## config.mk

```make
export PLATFORM = sky130hd
export DESIGN_NAME = comp_sort_ctrl
export DESIGN_NICKNAME = d
export VERILOG_FILES = /design/src/rtl/comp_sort_pkg.sv /design/src/rtl/comp.sv /design/src/rtl/comp_sort_ctrl.sv
export SDC_FILE = /design/constraint.sdc
export NUM_CORES = 1
export LEC_CHECK = 0
export ABC_AREA = 1
export CAP_MARGIN = 20
export CORE_UTILIZATION = 60
export DETAILED_ROUTE_END_ITERATION = 10
export PLACE_DENSITY = 0.9
export SLEW_MARGIN = 10
export SYNTH_ARGS = -nofsm -noshare
export SYNTH_HDL_FRONTEND = slang
export SYNTH_SLANG_ARGS = --single-unit
export TNS_END_PERCENT = 1
```

## constraint.sdc

```tcl
create_clock -name clk -period 4.6 [get_ports clk]
set_input_delay 0.69 -clock clk [delete_from_list [all_inputs] [get_ports clk]]
set_output_delay 0.69 -clock clk [all_outputs]
set_load 0.05 [all_outputs]
```

## src/rtl/comp_sort_pkg.sv

```systemverilog
// Shared types and constants for the comparator-sharing bubble-sort controller.
package comp_sort_pkg;

    // Controller states: load/readback, one compare per cycle, exchange, completion pulse.
    typedef enum logic [1:0] {
        IDLE    = 2'd0,
        COMPARE = 2'd1,
        SWAP    = 2'd2,
        DONE    = 2'd3
    } state_t;

    localparam int ENTRY_W = 4;   // width of one bank entry
    localparam int CNT_W   = 8;   // width of the swap counter

    // Saturating increment for the swap counter; sticks at all-ones.
    function automatic logic [CNT_W-1:0] sat_inc(input logic [CNT_W-1:0] v);
        return (v == {CNT_W{1'b1}}) ? v : v + CNT_W'(1);
    endfunction

endpackage

```

## src/rtl/comp.sv

```systemverilog
// 4-bit magnitude comparator shared by the sort controller.
module comp
    import comp_sort_pkg::*;
(
    input  logic [ENTRY_W-1:0] in_1,
    input  logic [ENTRY_W-1:0] in_2,
    output logic               great,
    output logic               equal,
    output logic               less
);

    // Exactly one of the three flags is high for any input pair.
    always_comb begin
        great = (in_1 >  in_2);
        equal = (in_1 == in_2);
        less  = (in_1 <  in_2);
    end

endmodule

```

## src/rtl/comp_sort_ctrl.sv

```systemverilog
// Bubble-sorts an N-entry bank of 4-bit values in place using a single shared
// comparator, one comparison per cycle, with early exit on a swap-free pass.
module comp_sort_ctrl
    import comp_sort_pkg::*;
#(
    parameter  int N  = 8,
    localparam int AW = $clog2(N)
) (
    input  logic               clk,
    input  logic               rst_n,
    input  logic               wr_en,
    input  logic [AW-1:0]      wr_addr,
    input  logic [ENTRY_W-1:0] wr_data,
    input  logic               start,
    input  logic [AW-1:0]      rd_addr,
    output logic [ENTRY_W-1:0] rd_data,
    output logic               busy,
    output logic               done,
    output logic [CNT_W-1:0]   swap_count
);

    // Bank is sized to the full address space so every address decodes to a
    // real register; the sort itself only ever touches entries 0..N-1.
    localparam int            DEPTH      = 1 << AW;
    localparam logic [AW-1:0] LIMIT_INIT = AW'(N - 1);

    state_t                          state, state_nxt;
    logic [DEPTH-1:0][ENTRY_W-1:0]   bank;
    logic [AW-1:0]                   idx, idx_p1, limit;
    logic                            swapped;

    logic [ENTRY_W-1:0]              cmp_a, cmp_b;
    logic                            great, equal, less;

    logic                            advance;      // leaving the current pair this cycle
    logic                            pass_end;     // current pair is the last of the pass
    logic                            swapped_eff;  // pass saw a swap, including this cycle's
    logic                            finish;       // sort terminates on this advance

    assign idx_p1  = idx + AW'(1);
    assign cmp_a   = bank[idx];
    assign cmp_b   = bank[idx_p1];
    assign rd_data = bank[rd_addr];

    comp u_comp (
        .in_1  (cmp_a),
        .in_2  (cmp_b),
        .great (great),
        .equal (equal),
        .less  (less)
    );

    // State register.
    always_ff @(posedge clk or negedge rst_n) begin
        if (!rst_n) state <= IDLE;
        else        state <= state_nxt;
    end

    // Next-state: swap on great, otherwise step to the next pair or finish.
    always_comb begin
        state_nxt = state;
        case (state)
            IDLE:    if (start) state_nxt = COMPARE;
            COMPARE: begin
                if (great)       state_nxt = SWAP;
                else if (finish) state_nxt = DONE;
            end
            SWAP:    state_nxt = finish ? DONE : COMPARE;
            DONE:    state_nxt = IDLE;
            default: state_nxt = IDLE;
        endcase
    end

    // Outputs and advance control; a swap in progress counts toward the pass's
    // swapped flag so a swap on the last pair of a pass still forces another pass.
    always_comb begin
        busy        = 1'b0;
        done        = 1'b0;
        advance     = 1'b0;
        swapped_eff = swapped;
        case (state)
            COMPARE: begin
                busy    = 1'b1;
                advance = less | equal;
            end
            SWAP: begin
                busy        = 1'b1;
                advance     = 1'b1;
                swapped_eff = 1'b1;
            end
            DONE:    done = 1'b1;
            default: ;
        endcase
        pass_end = (idx_p1 >= limit);
        finish   = advance && pass_end && (!swapped_eff || (limit == AW'(1)));
    end

    // Bank, pass bookkeeping and swap counter.
    always_ff @(posedge clk or negedge rst_n) begin
        if (!rst_n) begin
            bank       <= '0;
            idx        <= '0;
            limit      <= LIMIT_INIT;
            swapped    <= 1'b0;
            swap_count <= '0;
        end else begin
            if (state == IDLE) begin
                // Write lands on the same edge that samples start, so a
                // coincident write is part of the sort.
                if (wr_en) bank[wr_addr] <= wr_data;
                if (start) begin
                    swap_count <= '0;
                    idx        <= '0;
                    limit      <= LIMIT_INIT;
                    swapped    <= 1'b0;
                end
            end
            if (state == SWAP) begin
                bank[idx]    <= cmp_b;
                bank[idx_p1] <= cmp_a;
                swapped      <= 1'b1;
                swap_count   <= sat_inc(swap_count);
            end
            if (advance) begin
                if (!pass_end) begin
                    idx <= idx_p1;
                end else if (!finish) begin
                    // New pass: the largest remaining value has bubbled into place.
                    limit   <= limit - AW'(1);
                    idx     <= '0;
                    swapped <= 1'b0;
                end
            end
        end
    end

endmodule

```

[After elaboration in Yosys (flattened, before gate mapping)]
Index checks and enable logic that the tools add are counted.
Cells by class
  add/sub/neg operators: 3
  magnitude comparators: 10
  eq/ne operators: 9
  multiplexer cells: 47
  bitwise logic cells: 1
  reductions and logical operators: 13
Operator list (count)
  $bwmux 32: 3
  $mux 32: 3
  $bmux 4 s3: 3
  $demux 4 s3: 3
  $mux 8: 4
  $mux 3: 10
  $mux 4: 6
  $lt 3x4->1 const B: 4
  $ge 3x1->1 const B: 3
  $mux 1: 9
  $add 8x1->8 const B: 1
  $eq 8x8->1 const B: 1
  $mux 2: 4
  $pmux 2 s4: 1
  $logic_and 1x1->1: 5
  $eq 2x2->1 const B: 2
  $eq 4x4->1: 1
  $gt 4x4->1: 1
  $lt 4x4->1: 1
  $ne 2x2->1 const B: 2
  $reduce_bool 2->1: 2
  $add 3x1->3 const B: 1
  $eq 3x1->1 const B: 1
  $ge 3x3->1: 1
  other kinds (11): 11
Word-level totals
  bits in registers: 49
  input port bits: 14
  output and inout bits: 14

[Longest topological paths before layout]
  depth in word-level cells: 11
  mapped depth: 23
  mapped depth without buffers: 23

[By module]
From an unflattened synthesis, not the netlist that was laid out.
Unflattened totals
  cells, all modules: 725
  area total of the unflattened synthesis: 4325.4 µm²
Modules (own cells, without submodules)
  comp_sort_ctrl: times used 1, cells each 705, area an instance 4210.3 µm²
  comp: times used 1, cells each 20, area an instance 115.1 µm²

[Worst setup path before layout]
OpenSTA, ideal clock, no wires.
  path kind: input to output
  from: in rd_addr[0]
  to: out rd_data[0]
  arrival: 2.268 ns
  required time: 3.910 ns
  path slack: 1.642 ns
  stages: 6
  buffers on the path: 2
  cells stage by stage: clkbuf_1 > inv_1 > clkbuf_1 > a21oi_1 > o21ai_0 > a31oi_1
On the way
  cells in the longest elaborated chain, start to end: 2
Ends and longest elaborated chain
  start, declared: line comp_sort_ctrl.sv:15  | input logic [AW-1:0] rd_addr,
  $bmux 4 s3: line comp_sort_ctrl.sv:43  | assign rd_data = bank[rd_addr];
  $mux 4 (implied by the code): line comp_sort_ctrl.sv:43
  end, declared: line comp_sort_ctrl.sv:16  | output logic [ENTRY_W-1:0] rd_data,
Every way passes these cells. The select of a mux whose other input is x is not followed.

[Final worst setup path]
  from: in rd_addr[0]
  to: out rd_data[2]
The elaborated chain is that of the path after synthesis.

==> impl_metrics.ini <==
[run_status]
status = completed

[global_route]
grt_pass1_wl_mm = 21.0
grt_max_degree = 50
antenna_found_initial = 0
met3_usage = 0.0691
first_global_vias = 4205
grt_usage = 0.373
met2_usage = 0.582
top_usage_layer = met2
grtUsageMet1 = 0.507
overflow = 0

[finish]
antenna_cells = 0
area_growth_pct = 9.04
seq_area_sq_mm = 0.00123
final_common_cell = nand2_1
fin_nets = 690
filler_cell_count = 582
drive_gt1_frac = 0.0755
multi_input_area_sq_mm = 0.00243
fin_util = 0.695
mostFrequentLayoutCells = nand2_1 (213), inv_1 (93), o21ai_0 (75)

[cts]
post_cts_buffers = 0
cts-root-buf = clkbuf_8
clockBufferDepth = 2
ctsHoldBuffers = 0
cts_num_sinks = 49
cts_made_buffers = 5
cts_max_level = 2
clk_latency_ps = 320
cts_tree = built
cts_resized = 0
clkSlewWorstSetupHoldPaths_ps = 90

[placed_design]
dp_worst_setup_slack_ps = 790
dp_hpwl_mm = 9.33
place_congestion = 1.01
port_buffers = 27

[worst_setup_path]
critPathTopFamily = buffers and inverters
critPathBufInv = 3
r2r_slack_ps = 960
critPathRequiredTime_ps = 3910
crit_chain = clkdlybuf4s50_1 > inv_1 > o21ai_0 > a221oi_1 > a31oi_1 > clkdlybuf4s50_1
criticalPathCategory = primary input to output pin
cpMostUsedCell = clkdlybuf4s50_1
slowest_stage = clkdlybuf4s50_1
cpPeakStageDelay_ps = 820
cp_max_fo = 17
arrival_ps = 3130
end_kind = output pin
cp-start-kind = primary input

[die]
die_area_sq_mm = 0.00723
die_x_um = 85.1
coreArea_sq_mm = 0.00649
die_h_um = 85.1
io_pins = 28
rows = 29
start_util = 0.637

[logic_synthesis]
synth.cell_area_sq_mm = 0.00414
synth_edf_count = 0
synth-seq-cells = 49
synth_top_area_cell = dfrtp_1
async_reset_ff_frac = 1.00
ys_seq_area_frac = 0.297
synth.top_cells.by_area = dfrtp_1 (28%), nand2_1 (19%), o21ai_0 (9.1%)
yosysUniqueCellTypes = 41
netlist_instances = 639
synth.top_cell.area_share = 0.278
syn_area_per_cell_sq_um = 6.48
syn-num-nets = 668
yosysWarnings = 0
ys.flop_type = dfrtp_1

[routing]
route.detailed.drc = 0
drt-total-wl_mm = 12.7
first_pass_iters = 6
final_antenna_net_count = 0
dr_total_vias = 4496
initialDrtViolationCount = 846
drt-vias-per-instance = 6.08
routedWlPerCell_um = 17.2

[power]
p_int_uw = 1400
ir_drop_v = 0.000714
power.density_mw_per_mm2 = 735
pwr-share-comb = 0.696
p_sw_uw = 1920
seqPwrFrac = 0.225
p_sw_frac = 0.579
clock_power_share = 0.079
p_leak_uw = 0.00232

[sta]
min_period_ps = 3820
rsz0062_at_grt = no
skew_ps = 11.5
tns_ps = 0
setup_ws_ps = 776
max_freq_ghz = 0.261
slew_viol_final = 0
setup_viol_count_final = 0
worstMarginPinSlew_ps = 632
slew_headroom = 0.579
fin_crit_sh = 0.831
finalHoldViolCount = 0

[flow_run]
maxCapViolCount = 0

[hold_path]
hp-class = primary input to async pin
## worst register-to-register path: stages (launching register included)
cell and delay [ps]:
dfrtp_1 530, ha_1 680, inv_2 200, nand3_2 170, o22ai_1 110, nor2_2 300
nand2_2 150, inv_1 80, ha_1 240, nand2_1 90, inv_1 50, nand2_1 60
nand2_1 40, nand2_1 50, nand2_1 90, a21boi_2 240, nand3_1 170, inv_1 140
nand2_1 50, o21ai_0 70, inv_1 70
## routing by layer
metal	vias up	part of all wire	routed length, um
met2	330	0.43	5470
met4	0	0.045	576
met3	65	0.12	1540
met1	1972	0.40	5110
met5	-	0	0
li1	2129	-	-
## final timing paths
kind                                         start            endpoint  depth (start not counted)
worst min-delay path                         rst_n  bank[15]$_DFF_PN0_                          2
worst max-delay path                    rd_addr[0]          rd_data[2]                          6
max in group asynchronous                    rst_n   bank[9]$_DFF_PN0_                          2
worst max register to register    idx[1]$_DFF_PN0_  limit[2]$_DFF_PN1_                         20
min in group clk                limit[1]$_DFF_PN1_  limit[1]$_DFF_PN1_                          2
worst min register to register  limit[1]$_DFF_PN1_  limit[1]$_DFF_PN1_                          2
## final cells by class
cell class                      instances  area share
Clock inverter                          1     0.00111
Tap cell                               77      0.0213
Timing Repair Buffer                   30      0.0638
Clock buffer                            7      0.0169
Inverter                              100      0.0848
Multi-Input combinational cell        475       0.540
Sequential cell                        49       0.273
## cells in the mapped netlist (4+ instances only)
library cell  number
buf_2              4
nor2_1            16
dfrtp_1           46
nand3_2           11
inv_2              6
a21oi_1           32
nand2_2            8
nand2_1          213
a221oi_1           4
o22ai_1           19
o21ai_1           19
a21boi_1           5
nand3_1           25
a31oi_1            4
ha_1              15
o21ai_0           75
clkbuf_1           6
inv_1             93
## registers in the layout, summed over array words and instances (netlist names)
signal,flops
idx,3
limit,3
state,2
swapped,1
swap_count,8
bank,32
## power groups by stage
stage                     Combinational (uW)  Clock, uW  Sequential, uW
after floorplan                         1620          0             736
after global placement                  2180          0             744
after detailed placement                2220          0             748
after CTS                               2230        260             740
after global routing                    2540        275             765
final                                   2310        262             745
## kinds of logic after synthesis
kind of cell / Yosys count / share of synthesized area
multiplexers: 1 / 0.00242
AND/OR/NAND/NOR: 285 / 0.302
XOR/XNOR: 3 / 0.00635
AO/OA/AOI/OAI: 171 / 0.232
adder cells (fa/ha/maj): 15 / 0.0453
flip-flops: 49 / 0.297
buffers and inverters: 115 / 0.115
## metrics by stage
stage	power, uW	hold slack [ps]	instance area (sq um)	std cells
floorplan	2360	394	4140	639
global placement	2920	492	4430	731
detailed placement	2970	507	4430	731
CTS	3230	512	4510	739
global route	3580	534	4510	739
finish	3320	469	4510	739
No activity file was read; power rests on OpenSTA's default activity.
